[config.mk]
export PLATFORM = sky130hd
export DESIGN_NAME = ad4008_responder
export DESIGN_NICKNAME = d
export VERILOG_FILES = /design/src/rtl/ad4008_pkg.sv /design/src/rtl/ad4008_responder_pin_edge_sync.sv /design/src/rtl/ad4008_responder.sv
export SDC_FILE = /design/constraint.sdc
export NUM_CORES = 1
export LEC_CHECK = 0
export CAP_MARGIN = 20
export CELL_PAD_IN_SITES_DETAIL_PLACEMENT = 0
export CELL_PAD_IN_SITES_GLOBAL_PLACEMENT = 1
export CORE_UTILIZATION = 46
export CTS_BUF_LIST = sky130_fd_sc_hd__clkbuf_4
export CTS_CLUSTER_DIAMETER = 150
export DETAILED_ROUTE_END_ITERATION = 16
export GPL_ROUTABILITY_DRIVEN = 0
export GPL_TIMING_DRIVEN = 0
export PLACE_DENSITY_LB_ADDON = 0.1
export SLEW_MARGIN = 10
export SYNTH_ARGS = -nofsm -noshare
export SYNTH_HDL_FRONTEND = slang
export SYNTH_SLANG_ARGS = --single-unit
export TNS_END_PERCENT = 10
[constraint.sdc]
create_clock -name clk -period 2.45 [get_ports clk]
set_input_delay 0.245 -clock clk [delete_from_list [all_inputs] [get_ports clk]]
set_output_delay 0.245 -clock clk [all_outputs]
set_load 0.01 [all_outputs]
[src/rtl/ad4008_pkg.sv]
// Shared types and constants for the AD4008 device-side responder.
package ad4008_pkg;

  typedef enum logic [2:0] {
    ST_IDLE,
    ST_CONVERT,
    ST_WAIT_READ,
    ST_SHIFT,
    ST_DONE
  } ad4008_state_t;

  localparam int AD4008_WIDTH     = 16;
  localparam int AD4008_T_CONV_NS = 290;

  // Conversion time in clk cycles, rounded up so the model is never faster
  // than the real part.
  function automatic int ad4008_conv_cycles(input int clk_period_ns);
    return (AD4008_T_CONV_NS + clk_period_ns - 1) / clk_period_ns;
  endfunction

endpackage

[src/rtl/ad4008_responder_pin_edge_sync.sv]
// Synchronizer chain plus registered level for one asynchronous pin.
// rise/fall are combinational against the registered level, so an action
// taken on them lands SYNC_STAGES+1 edges after the pin moves.
module pin_edge_sync #(
  parameter int SYNC_STAGES = 2
) (
  input  logic clk,
  input  logic sreset,
  input  logic pin,
  output logic rise,
  output logic fall
);

  logic [SYNC_STAGES-1:0] sync_q;
  logic                   level_q;

  // Shift the pin through the synchronizer and keep the last settled level.
  always_ff @(posedge clk) begin
    // NOTE: non-blocking assignments let every flop in the chain sample its
    // pre-edge input; blocking ones would collapse the chain into one stage.
    if (sreset) begin
      sync_q  <= '0;
      level_q <= 1'b0;
    end else begin
      sync_q[0] <= pin;
      for (int i = 1; i < SYNC_STAGES; i++) begin
        sync_q[i] <= sync_q[i-1];
      end
      level_q <= sync_q[SYNC_STAGES-1];
    end
  end

  assign rise = sync_q[SYNC_STAGES-1] & ~level_q;
  assign fall = ~sync_q[SYNC_STAGES-1] & level_q;

endmodule

[src/rtl/ad4008_responder.sv]
// Device-side model of the AD4008 3-wire read path (CNV, SCK, SDO).
// Captures sample_data on CNV rise, waits the conversion time, then shifts the
// result MSB-first on each SCK fall once CNV has dropped.
module ad4008_responder
  import ad4008_pkg::*;
#(
  parameter int ADC_WIDTH   = AD4008_WIDTH,
  parameter int CONV_CYCLES = ad4008_conv_cycles(20),
  parameter int SYNC_STAGES = 2
) (
  input  logic                 clk,
  input  logic                 sreset,
  input  logic [ADC_WIDTH-1:0] sample_data,
  input  logic                 cnv,
  input  logic                 sck,
  output logic                 sdo,
  output logic                 sdo_oe,
  output logic                 frame_done,
  output logic                 conv_violation,
  output logic                 overrun
);

  localparam int CW = (CONV_CYCLES > 1) ? $clog2(CONV_CYCLES) : 1;
  localparam int BW = $clog2(ADC_WIDTH + 1);
  localparam logic [CW-1:0] CONV_LOAD = CW'(CONV_CYCLES - 1);
  localparam logic [BW-1:0] LAST_BIT  = BW'(ADC_WIDTH - 1);

  ad4008_state_t state_q, state_d;

  logic [ADC_WIDTH-1:0] cap_reg, result_reg, shift_reg;
  logic [CW-1:0]        conv_cnt;
  logic [BW-1:0]        bit_cnt;

  logic cnv_rise, cnv_fall, sck_fall;
  // SCK rising edges carry no action in this device.
  logic sck_rise_unused;

  pin_edge_sync #(.SYNC_STAGES(SYNC_STAGES)) u_cnv_sync (
    .clk    (clk),
    .sreset (sreset),
    .pin    (cnv),
    .rise   (cnv_rise),
    .fall   (cnv_fall)
  );

  pin_edge_sync #(.SYNC_STAGES(SYNC_STAGES)) u_sck_sync (
    .clk    (clk),
    .sreset (sreset),
    .pin    (sck),
    .rise   (sck_rise_unused),
    .fall   (sck_fall)
  );

  // Events shared by the next-state logic and the datapath. A CNV rise
  // overrides all of them, which both processes enforce by checking it first.
  logic start_shift, conv_done, shift_step, last_bit;

  assign start_shift = cnv_fall && (state_q == ST_CONVERT || state_q == ST_WAIT_READ);
  assign conv_done   = (state_q == ST_CONVERT) && !cnv_fall && (conv_cnt == '0);
  assign shift_step  = (state_q == ST_SHIFT) && sck_fall;
  assign last_bit    = shift_step && (bit_cnt == LAST_BIT);

  // State register.
  always_ff @(posedge clk) begin
    if (sreset) state_q <= ST_IDLE;
    else        state_q <= state_d;
  end

  // Next-state selection; CNV rise restarts from any state.
  always_comb begin
    // NOTE: state_d takes a default before any branch so no path leaves it
    // unassigned, which would otherwise infer a latch.
    state_d = state_q;
    if (cnv_rise)         state_d = ST_CONVERT;
    else if (start_shift) state_d = ST_SHIFT;
    else if (conv_done)   state_d = ST_WAIT_READ;
    else if (last_bit)    state_d = ST_DONE;
  end

  // Registered datapath and outputs: capture, conversion timer, shifter, pulses.
  always_ff @(posedge clk) begin
    // NOTE: every register here is a plain flop, data holds included, so all
    // of them clear on reset; there is no RAM that would need to be left alone.
    if (sreset) begin
      cap_reg        <= '0;
      result_reg     <= '0;
      shift_reg      <= '0;
      conv_cnt       <= '0;
      bit_cnt        <= '0;
      sdo            <= 1'b0;
      sdo_oe         <= 1'b0;
      frame_done     <= 1'b0;
      conv_violation <= 1'b0;
      overrun        <= 1'b0;
    end else begin
      frame_done     <= 1'b0;
      conv_violation <= 1'b0;
      overrun        <= 1'b0;
      if (cnv_rise) begin
        cap_reg        <= sample_data;
        conv_cnt       <= CONV_LOAD;
        sdo_oe         <= 1'b0;
        sdo            <= 1'b0;
        overrun        <= (state_q == ST_SHIFT);
        conv_violation <= (state_q == ST_CONVERT);
      end else begin
        if (state_q == ST_CONVERT && !cnv_fall) begin
          if (conv_cnt == '0) result_reg <= cap_reg;
          else                conv_cnt   <= conv_cnt - 1'b1;
        end
        // An early CNV fall drives the previous result, which is still held.
        if (start_shift) begin
          shift_reg      <= result_reg;
          sdo_oe         <= 1'b1;
          sdo            <= result_reg[ADC_WIDTH-1];
          bit_cnt        <= '0;
          conv_violation <= (state_q == ST_CONVERT);
        end
        if (shift_step) begin
          shift_reg <= {shift_reg[ADC_WIDTH-2:0], 1'b0};
          bit_cnt   <= bit_cnt + 1'b1;
          if (last_bit) begin
            sdo        <= 1'b0;
            frame_done <= 1'b1;
          end else begin
            sdo <= shift_reg[ADC_WIDTH-2];
          end
        end
      end
    end
  end

endmodule

# Yosys cells after proc, flatten, opt, wreduce, memory -nomap -nowiden
# Cells that the tools add are included.
[word_totals] ff_bits=70 input_bits=20 out_inout_bits=5
[op_classes] n_addsub=2 eq_ne=5 mux=17 bitwise=9 reduce_logical=20
[ops] operator="$mux W15" n=2
[ops] operator="$mux W4" n=3
[ops] operator="$mux W5" n=2
[ops] operator="$mux W1" n=7
[ops] operator="$eq A3 B2 Y1 const B" n=2
[ops] operator="$mux W2" n=3
[ops] operator="$not A1 Y1" n=6
[ops] operator="$reduce_and A2 Y1" n=3
[ops] operator="$add A5 B1 Y5 const B" n=1
[ops] operator="$eq A5 B4 Y1 const B" n=1
[ops] operator="$logic_and A1 B1 Y1" n=5
[ops] operator="$logic_not A4 Y1" n=1
[ops] operator="$reduce_bool A2 Y1" n=2
[ops] operator="$reduce_bool A4 Y1" n=1
[ops] operator="$reduce_or A2 Y1" n=2
[ops] operator="$reduce_or A4 Y1" n=1
[ops] operator="$sub A4 B1 Y4 const B" n=1
[ops] operator="$and A1 B1 Y1" n=3
[ops] operator="$eq A3 B1 Y1 const B" n=1
[ops] operator="$reduce_and A3 Y1" n=1
[ops] operator="$reduce_bool A3 Y1" n=1
[ops] operator="$reduce_or A3 Y1" n=1
[ops] operator="$ne A2 B2 Y1 const B" n=1
[ops] operator="$logic_not A1 Y1" n=1
[ops] operator="$logic_or A1 B1 Y1" n=1

# Depth between registers and ports, before layout
# Gate-level depths: netlist (run 1).
[logic_depth] depth_word=8 depth_mapped=7

# Cells and area by module
# Synthesis (run 1) repeated with hierarchy kept, for this count alone.
[unflattened] hier_cells=279 hier_area_um2=2755.1
[modules_own_cells] module="ad4008_responder" instances=1 cells_per_inst=263 area_per_inst_um2=2572.5
[modules_own_cells] module="pin_edge_sync" instances=2 cells_per_inst=8 area_per_inst_um2=91.3

# Worst setup path before layout (run 1)
# No wires, ideal clock.
[synth_path] path_kind="register to register" startpoint="register state_q[0]" endpoint="register state_q[0]" setup_time_ns=0.120 arrival_ns=1.844 required_ns=2.330 setup_slack_ns=0.486 stages_incl_launch_ff=7 n_path_buf=2 cell_sequence="dfxtp_1 -> or3b_1 -> buf_6 -> or4_4 -> buf_6 -> o211a_1 -> o31a_1"
[synth_via] elab_chain_cells=6 elab_cells_between_ends=13
[synth_lines] item="from (decl)" line_no="ad4008_responder.sv:28" source="ad4008_state_t state_q, state_d;"
[synth_lines] item="from (signal assigned)" line_no="ad4008_responder.sv:66" source="else state_q <= state_d;"
[synth_lines] item="$eq A3 B1 Y1" line_no="ad4008_responder.sv:58, ad4008_responder.sv:59"
[synth_lines] item="$logic_and A1 B1 Y1 (2 in series)" line_no="ad4008_responder.sv:59" source="assign conv_done = (state_q == ST_CONVERT) && !cnv_fall && (conv_cnt == '0);"
[synth_lines] item="$mux W2" line_no="ad4008_responder.sv:76" source="else if (conv_done) state_d = ST_WAIT_READ;"
[synth_lines] item="$mux W2" line_no="ad4008_responder.sv:75" source="else if (start_shift) state_d = ST_SHIFT;"
[synth_lines] item="$mux W1" line_no="ad4008_responder.sv:74" source="if (cnv_rise) state_d = ST_CONVERT;"
# Parallel ways exist; a longest one is shown, timed or not.
# A chain may end at the register's enable or synchronous reset.

# Final worst setup path (run 1)
[layout_path] startpoint="register u_cnv_sync.sync_q[1]" endpoint="register shift_reg[14]"
[layout_via] elab_chain_cells=5 elab_cells_between_ends=7
[layout_lines] item="from (decl)" line_no="ad4008_responder_pin_edge_sync.sv:14" source="logic [SYNC_STAGES-1:0] sync_q;"
[layout_lines] item="from (signal, indexed assignment)" line_no="ad4008_responder_pin_edge_sync.sv:27" source="sync_q[i] <= sync_q[i-1];"
[layout_lines] item="$not A1 Y1" line_no="ad4008_responder_pin_edge_sync.sv:34" source="assign fall = ~sync_q[SYNC_STAGES-1] & level_q;"
[layout_lines] item="$and A1 B1 Y1" line_no="ad4008_responder_pin_edge_sync.sv:34"
[layout_lines] item="$logic_and A1 B1 Y1" line_no="ad4008_responder.sv:58" source="assign start_shift = cnv_fall && (state_q == ST_CONVERT || state_q == ST_WAIT_READ);"
[layout_lines] item="$reduce_bool A2 Y1 (no source line)"
[layout_lines] item="$reduce_and A2 Y1 (no source line) (*)"
[layout_lines] item="to (signal assigned)" line_no="ad4008_responder.sv:113" source="shift_reg <= result_reg;"
[layout_lines] item="to (signal assigned)" line_no="ad4008_responder.sv:120" source="shift_reg <= {shift_reg[ADC_WIDTH-2:0], 1'b0};"
[layout_lines] item="to (decl)" line_no="ad4008_responder.sv:30" source="logic [ADC_WIDTH-1:0] cap_reg, result_reg, shift_reg;"
# Every way passes the cells marked *; elsewhere a longest branch is shown, timed or not.

==> metrics.cfg, run 1 <==
[synth]
yosysTopAreaCell=dfxtp_1
synth_commonest_cells=70 x dfxtp_1, 23 x a21oi_1, 18 x nand3_1
ys_seq_area_frac=0.521
ys_warn_count=0
postSynthCellCount=263
synth_top_area_frac=0.521
syn-cell-area_mm2=0.00269
avgSynthCellArea_um2=10.2
ys_seq_elements=70
ys_async_sr_fraction=0
synthMostInstantiatedCell=dfxtp_1
synth_edf_count=0
synth_flop_cell=dfxtp_1
synthTopCellsByArea=dfxtp_1 52%, mux2i_1 6.3%, a22o_1 5.2%, o2bb2ai_1 4.6%, a21oi_1 4.3%
synth_cell_types=45
syn-num-nets=285

[global_routing]
grt_max_degree=14
grt_pass1_vias=1991
globalRouteOverflowTotal=0
grt_usage=0.207
grt_pass1_wl_um=9630
antenna_found_initial=0

[clock_network]
clkLatencyLatePin_ns=0.41
cts_setup_buffers=0
cts.hold.buffers_added=0
path_clk_slew_ns=0.12
ctsResizeCount=0
h-tree-depth=3
clockBufferDepth=2
cts_tree=done
clock_sinks=70
cts-root-buf=clkbuf_4
cts_inserted_buffers=9

[timing]
worst_slack_ns=0.261
tns_ns=0
slew_headroom=0.511
period_share=0.893
finalClockSkew_ns=0.0172
hold_viol=0
tightest_slew_ns=0.733
final-setup-viol-count=0
max_freq_mhz=457
period_minus_slack_ns=2.19
rsz0062_at_grt=no
finalMaxSlewViolations=0

[job]
maxCapViolCount=0

[power_and_ir_drop]
leakagePower_nw=1.08
power_density_mw_per_mm2=704
peakVddDrop_mv=0.393

[floorplanning]
ios=25
start_util=0.483
die_y_um=78.5
rows=27
die_w_um=78.5
coreArea_mm2=0.00557
die_area_mm2=0.00616

[worst_hold_path]
worstHoldStart=cnv
hold_depth=2
hold-path-endpoint=u_cnv_sync.sync_q[0]
hp-class=primary input to register

[route]
wire_per_inst_um=15.2
met2_length_um=2370
drtIter0Drc=52
wl_met3_um=243
drc=0
firstDrtPassIters=4
top_layer=met4
drt-total-wl_um=5700
viasPerCell=5.45
m1WireLength_um=3010
vias=2042
antenna_left=0

[critical_path]
path_max_fanout=10
startpoint_type=register
r2r_end=shift_reg[14]
reg2reg_depth=6
arrival_ns=2.52
setup.worst_path.start=u_cnv_sync.sync_q[1]
r2r-start=u_cnv_sync.sync_q[1]
path_class=register to register
r2r_setup_slack_ns=0.26
worstPathRequired_ns=2.78
end_kind=register

[layout]
drive_above_1_share=0.106
fillers=512
final_util=0.577
fin_cells=375
n_antenna_cell=0
final_nets=320
layout-area-overhead-vs-synth_pct=19.5

[placed_design]
place_inst=359
place_ws_ns=0.0919
io_buffer_count=24
place.detailed.hpwl_um=3950

[status]
status=finished clean

[layer usage]
layer  vias to the layer above  track usage
li1                       1039            -
met1                       949        0.295
met2                        46        0.300
met3                         8       0.0488
met4                         0       0.0833
met5                         -            0
[report_power, final]
| part | internal [mW] | total (mW) | switching (mW) | leakage [nW] |
|---|---|---|---|---|
| sequential | 1.16 | 1.17 | 0.0147 | 0.566 |
| combinational | 0.0656 | 0.136 | 0.0701 | 0.419 |
| clock | 0.522 | 0.956 | 0.434 | 0.0969 |
[critical path: stages (launching register included)]
cell and delay, ns:
dfxtp_1 0.38, nor2b_1 0.16, clkbuf_8 0.16, nor2_1 0.49, o21ai_0 0.40, clkbuf_1 0.32
o2bb2ai_1 0.20
[area by class of cell]
| cell class | instances | area, um^2 | area share |
|---|---|---|---|
| Buffer | 19 | 106 | 0.0331 |
| Timing Repair Buffer | 24 | 240 | 0.0747 |
| Sequential cell | 70 | 1400 | 0.436 |
| Inverter | 4 | 15.0 | 0.00467 |
| Tap cell | 72 | 90.1 | 0.0280 |
| Clock buffer | 9 | 67.6 | 0.0210 |
| Clock inverter | 7 | 120 | 0.0374 |
| Multi-Input combinational cell | 170 | 1170 | 0.365 |
[cell usage in the layout (no fill, tap or decap), types with 9 or more instances in the layout]
cell type        count
mux2i_1             17
nor2b_1              9
clkdlybuf4s50_1     24
o21ai_1              9
clkbuf_1            11
dfxtp_1             70
nand3_1             18
clkbuf_4             9
o2bb2ai_1           14
a21oi_1             23
a22o_1              16
o21ai_0             10
[logic make-up (layout without fill, tap and decap cells)]
logic type	count (synthesis)	after routing	synth area share
xor gates and xnor gates	3	3	0.00976
adders and majority gates	2	2	0.00930
buffers and inverters	23	63	0.0451
muxes	17	17	0.0632
AOI/OAI and AO/OA	82	82	0.206
and+or+nand+nor	66	66	0.146
DFF	70	70	0.521
[how the worst max path moves through the flow]
stage,to,cells past startpoint
floorplan,state_q[0],6
global placement,shift_reg[12],5
detailed placement,shift_reg[7],5
CTS,shift_reg[14],5
global route,shift_reg[11],6
finish,shift_reg[14],6
[stage by stage]
step	power, mW	area (um^2)	hold WS (ns)
final	2.26	3220	0.381
after global routing	2.34	3220	0.386
after CTS	2.27	3210	0.362
after detailed placement	1.33	3020	0.447
after global placement	1.33	3020	0.418
after floorplan	1.27	2690	0.324
Power figures use the tool's default switching activity.
==> run 2: changes to the inputs <==
Settings changed: CORE_MARGIN from default to 2, CORE_UTILIZATION 46 to 50.
Clock period 2.45 ns to 2.55 ns, I/O delays scaled along.
==> run 2 against run 1 <==
Compared with the run above: die area shrank 2.8%; sequential share of layout area up 0.24 points; register-to-register slack about the same; combinational power down 5%; first-iteration DRC count increased by 120%; clock power decreased by 7.8%; hold slack improved by 0.018 ns.
==> metrics.cfg, run 2 (same netlist as run 1, synthesis figures left out) <==
[placed_design]
io_buffer_count=24
place_ws_ns=0.208
place.detailed.hpwl_um=3890
place_inst=357

[global_routing]
grt_pass1_vias=1939
grt_max_degree=13
grt_usage=0.199
grt_pass1_wl_um=9310
globalRouteOverflowTotal=0
antenna_found_initial=0

[floorplanning]
die_w_um=77.4
die_y_um=77.4
start_util=0.524
ios=25
coreArea_mm2=0.00514
die_area_mm2=0.00599
rows=26

[timing]
period_share=0.895
worst_slack_ns=0.268
final-setup-viol-count=0
tns_ns=0
period_minus_slack_ns=2.28
finalClockSkew_ns=0.0114
hold_slack_ns=0.398
rsz0062_at_grt=no
finalMaxSlewViolations=0
tightest_slew_ns=0.689
slew_headroom=0.538
hold_viol=0
max_freq_mhz=438

[job]
maxCapViolCount=0

[route]
drt-total-wl_um=5470
vias=2012
viasPerCell=5.39
antenna_left=0
firstDrtPassIters=4
wire_per_inst_um=14.7
drtIter0Drc=116
drc=0

[critical_path]
worst_path_largest_cell_delay_ns=0.58
crit_chain=or2b_2 > nor3_2 > o21ai_0 > clkbuf_1 > o2bb2ai_1
r2r_setup_slack_ns=0.27
r2r-start=u_cnv_sync.level_q
setup.worst_path.start=u_cnv_sync.level_q
cp_slowest_cell=nor3_2
path_class=register to register
r2r_end=shift_reg[8]
startpoint_type=register
worstPathRequired_ns=2.88
path_max_fanout=10
reg2reg_depth=5
endpoint=shift_reg[8]
arrival_ns=2.61
end_kind=register

[layout]
final_nets=320
n_antenna_cell=0
layout_commonest_cell=dfxtp_1
fin_cells=373
drive_above_1_share=0.0990
mostFrequentLayoutCells=70 x dfxtp_1, 24 x clkdlybuf4s50_1, 23 x a21oi_1, 18 x nand3_1, 17 x mux2i_1
layout-area-overhead-vs-synth_pct=18.8

[clock_network]
cts_inserted_buffers=9
cts.hold.buffers_added=0
cts_tree=done
cts-root-buf=clkbuf_4
ctsResizeCount=0
h-tree-depth=3
clockBufferDepth=2
cts_setup_buffers=0
clkLatencyLatePin_ns=0.40
path_clk_slew_ns=0.11
clock_sinks=70

[status]
status=finished clean

[power_and_ir_drop]
peakVddDrop_mv=0.360
leakagePower_nw=1.08
power_density_mw_per_mm2=668

[worst_hold_path]
hp-class=primary input to register

-- run 2: changes by cell type in the layout (fill, tap and decap cells not counted) --
| cell | before | now |
|---|---|---|
| inv_6 | 2 | 1 |
| nor3_4 | 1 | 0 |
| clkinv_1 | 0 | 2 |
| nor3_2 | 0 | 1 |
| clkinvlp_4 | 1 | 0 |
-- run 2: report_power, final --
part | internal (mW) | switching (mW) | total, mW
sequential | 1.11 | 0.0139 | 1.13
combinational | 0.0630 | 0.0659 | 0.129
clock | 0.492 | 0.389 | 0.881
total | 1.67 | 0.469 | 2.14
-- run 2: worst min-delay path by stage --
stage | to | cells after the start | slack [ns] | startpoint
global route | u_cnv_sync.sync_q[0] | 2 | 0.39 | cnv
floorplan | u_cnv_sync.level_q | 1 | 0.33 | sreset
global placement | u_cnv_sync.sync_q[1] | 1 | 0.42 | u_cnv_sync.sync_q[0]
detailed placement | u_sck_sync.sync_q[1] | 1 | 0.44 | u_sck_sync.sync_q[0]
finish | u_sck_sync.sync_q[0] | 2 | 0.40 | sck
CTS | u_sck_sync.sync_q[0] | 2 | 0.38 | sck
-- run 2: layout make-up --
class / count / area (um^2)
Tap cell: 70 / 87.6
Multi-Input combinational cell: 170 / 1170
Inverter: 4 / 15.0
Clock buffer: 9 / 67.6
Buffer: 19 / 106
Fill cell: 471 / 1940
Sequential cell: 70 / 1400
Clock inverter: 7 / 111
Timing Repair Buffer: 24 / 240
-- run 2: through the flow --
stage / total power [mW] / utilization / area [um^2]
2_1_floorplan: 1.22 / - / 2690
5_1_grt: 2.21 / 0.622 / 3200
3_5_place_dp: 1.28 / 0.587 / 3020
4_1_cts: 2.16 / 0.622 / 3200
6_report: 2.14 / 0.622 / 3200
3_3_place_gp: 1.28 / 0.587 / 3020
-- run 2: worst max-delay path, delay by kind of cell, from the launching register on --
family          cells  cell delay [ns]
compound gates      2             0.55
buf+inv             1             0.33
simple gates        2             0.93
flops               1             0.40
-- run 2: metal layers --
metal | vias up | part of all wire | wire length (um) | global-route usage
met1 | 935 | 0.54 | 2970 | 0.299
met4 | 0 | 0.012 | 68 | 0.0911
li1 | 1033 | - | - | -
met3 | 7 | 0.034 | 184 | 0.0384
met5 | - | 0 | 0 | 0
met2 | 37 | 0.41 | 2250 | 0.276
==> run 3: changes to the inputs <==
Settings changed: ABC_AREA from default to 1, CAP_MARGIN 20 to default, CORE_UTILIZATION 50 to 47.
==> run 3 against run 2 <==
Compared with the run above: critical path depth fell by 4; synthesized area rose by 11%; register-to-register slack improved by 0.79 ns; first-iteration DRC count rose by 1.7%; via count rose by 24%; synthesized cell count rose by 59%; die area rose by 17%; non-clock buffer count fell by 1; hold slack got worse by 0.21 ns.
==> metrics.cfg, run 3 <==
[layout]
final_util=0.553
n_antenna_cell=0
layout_commonest_cell=nand2_1
mostFrequentLayoutCells=100 x nand2_1, 70 x dfxtp_1, 68 x inv_1, 48 x nor2_1, 31 x o21ai_0
layout-area-overhead-vs-synth_pct=15.5
drive_above_1_share=0.103
final_nets=474
fillers=655

[synth]
ys_seq_elements=70
syn-num-nets=440
synth_flop_cell=dfxtp_1
synth_commonest_cells=100 x nand2_1, 70 x dfxtp_1, 68 x inv_1
syn-cell-area_mm2=0.00299
synthTopCellsByArea=dfxtp_1 47%, nand2_1 13%, inv_1 8.5%, nor2_1 6.0%, o21ai_0 5.2%
postSynthCellCount=418
yosysTopAreaCell=dfxtp_1
synthMostInstantiatedCell=nand2_1
ys_warn_count=0
synth_cell_types=27
avgSynthCellArea_um2=7.14
ys_async_sr_fraction=0
ys_seq_area_frac=0.469
synth_edf_count=0
synth_top_area_frac=0.469

[critical_path]
crit_chain=clkdlybuf4s50_1
r2r_end=state_q[1]
reg2reg_depth=9
r2r-start=bit_cnt[0]
setup.worst_path.start=sdo
path_delay_family=buffers and inverters
worst_path_largest_cell_delay_ns=0.55
path_max_fanout=2
cp_slowest_cell=clkdlybuf4s50_1
r2r_setup_slack_ns=1.06
worstPathRequired_ns=2.30
path_class=register to primary output
path_buf_inv=1
arrival_ns=1.36
startpoint_type=register
end_kind=primary output

[power_and_ir_drop]
sw_frac_of_total=0.266
combPwrFrac=0.092
leakagePower_nw=1.56
pwr-share-seq=0.558
p_switching_mw=0.548
total_power_mw=2.06
power_density_mw_per_mm2=598
p_int_mw=1.51
p_clk_frac=0.350
peakVddDrop_mv=0.372

[global_routing]
globalRouteOverflowTotal=0
antenna_found_initial=0
grt_max_degree=13
grt_pass1_wl_um=10500
grt_pass1_vias=2201
grt_usage=0.189

[timing]
tightest_slew_ns=0.528
finalClockSkew_ns=0.0134
rsz0062_at_grt=no
finalMaxSlewViolations=0
hold_slack_ns=0.191
final-setup-viol-count=0
period_minus_slack_ns=1.61
slew_headroom=0.648
tns_ns=0
max_freq_mhz=620
period_share=0.632
hold_viol=0

[route]
antenna_left=0
drc=0
vias=2491
firstDrtPassIters=4
drtIter0Drc=118
wire_per_inst_um=11.7
viasPerCell=4.66
drt-total-wl_um=6240

[floorplanning]
start_util=0.478
coreArea_mm2=0.00624
ios=25
rows=29
die_y_um=83.7
die_w_um=83.7
die_area_mm2=0.00701

[worst_hold_path]
hold_depth=2
worstHoldStart=sreset
hold-path-endpoint=bit_cnt[1]
hp-class=primary input to register

[status]
status=finished clean

[clock_network]
cts_setup_buffers=0
cts.hold.buffers_added=0
path_clk_slew_ns=0.11
clkLatencyLatePin_ns=0.42
clock_sinks=70
cts_inserted_buffers=9
clockBufferDepth=2
h-tree-depth=3
cts-root-buf=clkbuf_4
cts_tree=done
ctsResizeCount=0

[placed_design]
place.detailed.hpwl_um=4370
io_buffer_count=23

[job]
maxCapViolCount=0

[run 3: cells by family (layout without fill, tap and decap cells)]
kind of cell	count (synthesis)	after routing	synth area share
buffers and inverters	91	130	0.127
XOR/XNOR	1	1	0.00293
AND/OR/NAND/NOR	194	194	0.284
adder cells (fa/ha/maj)	2	2	0.00838
flip-flops	70	70	0.469
AO/OA/AOI/OAI	60	60	0.108
[run 3: worst reg2reg max path, stage by stage, from the launching register on]
cell and delay, ns:
dfxtp_1 0.42, ha_1 0.21, nand2_1 0.07, nor2_1 0.13, ha_1 0.22, nand2_1 0.12, nand2_1 0.08, nand3_1 0.06
nand2_1 0.06, inv_1 0.03
[run 3: stage by stage]
stage / cell area, um^2 / std cells / setup slack (ns)
floorplan: 2990 / 418 / 1.32
global placement: 3310 / 518 / 1.06
detailed placement: 3310 / 518 / 1.05
CTS: 3450 / 534 / 0.911
global route: 3450 / 534 / 0.890
finish: 3450 / 534 / 0.937
[run 3: per-layer routing]
metal | global-route usage | wire length, um | up-vias
met1 | 0.279 | 3340 | 1100
met3 | 0.0366 | 271 | 8
met4 | 0.0836 | 80 | 0
met5 | 0 | 0 | -
li1 | - | - | 1345
met2 | 0.265 | 2550 | 38
[run 3: power by group through the flow]
stage,registers [mW],clock network (mW),logic [mW]
after floorplan,1.17,0,0.129
after global placement,1.17,0,0.188
after detailed placement,1.18,0,0.189
after CTS,1.15,0.735,0.191
after global routing,1.16,0.779,0.216
final,1.15,0.723,0.189
[run 3: cell type report]
| class | instances | area, um^2 | share of cell area |
|---|---|---|---|
| Inverter | 72 | 270 | 0.0784 |
| Clock inverter | 6 | 61.3 | 0.0178 |
| Buffer | 19 | 110 | 0.0319 |
| Timing Repair Buffer | 23 | 230 | 0.0668 |
| Clock buffer | 10 | 75.1 | 0.0218 |
| Sequential cell | 70 | 1400 | 0.406 |
| Multi-Input combinational cell | 257 | 1200 | 0.349 |
| Tap cell | 77 | 96.3 | 0.0279 |
[run 3: worst max path at each step]
stage / depth (start not counted) / slack (ns) / end
after floorplan: 7 / 1.32 / result_reg[10]
after detailed placement: 5 / 1.05 / cap_reg[3]
after global placement: 5 / 1.06 / cap_reg[6]
after global routing: 1 / 0.89 / sdo
after CTS: 1 / 0.91 / sdo
final: 1 / 0.94 / sdo
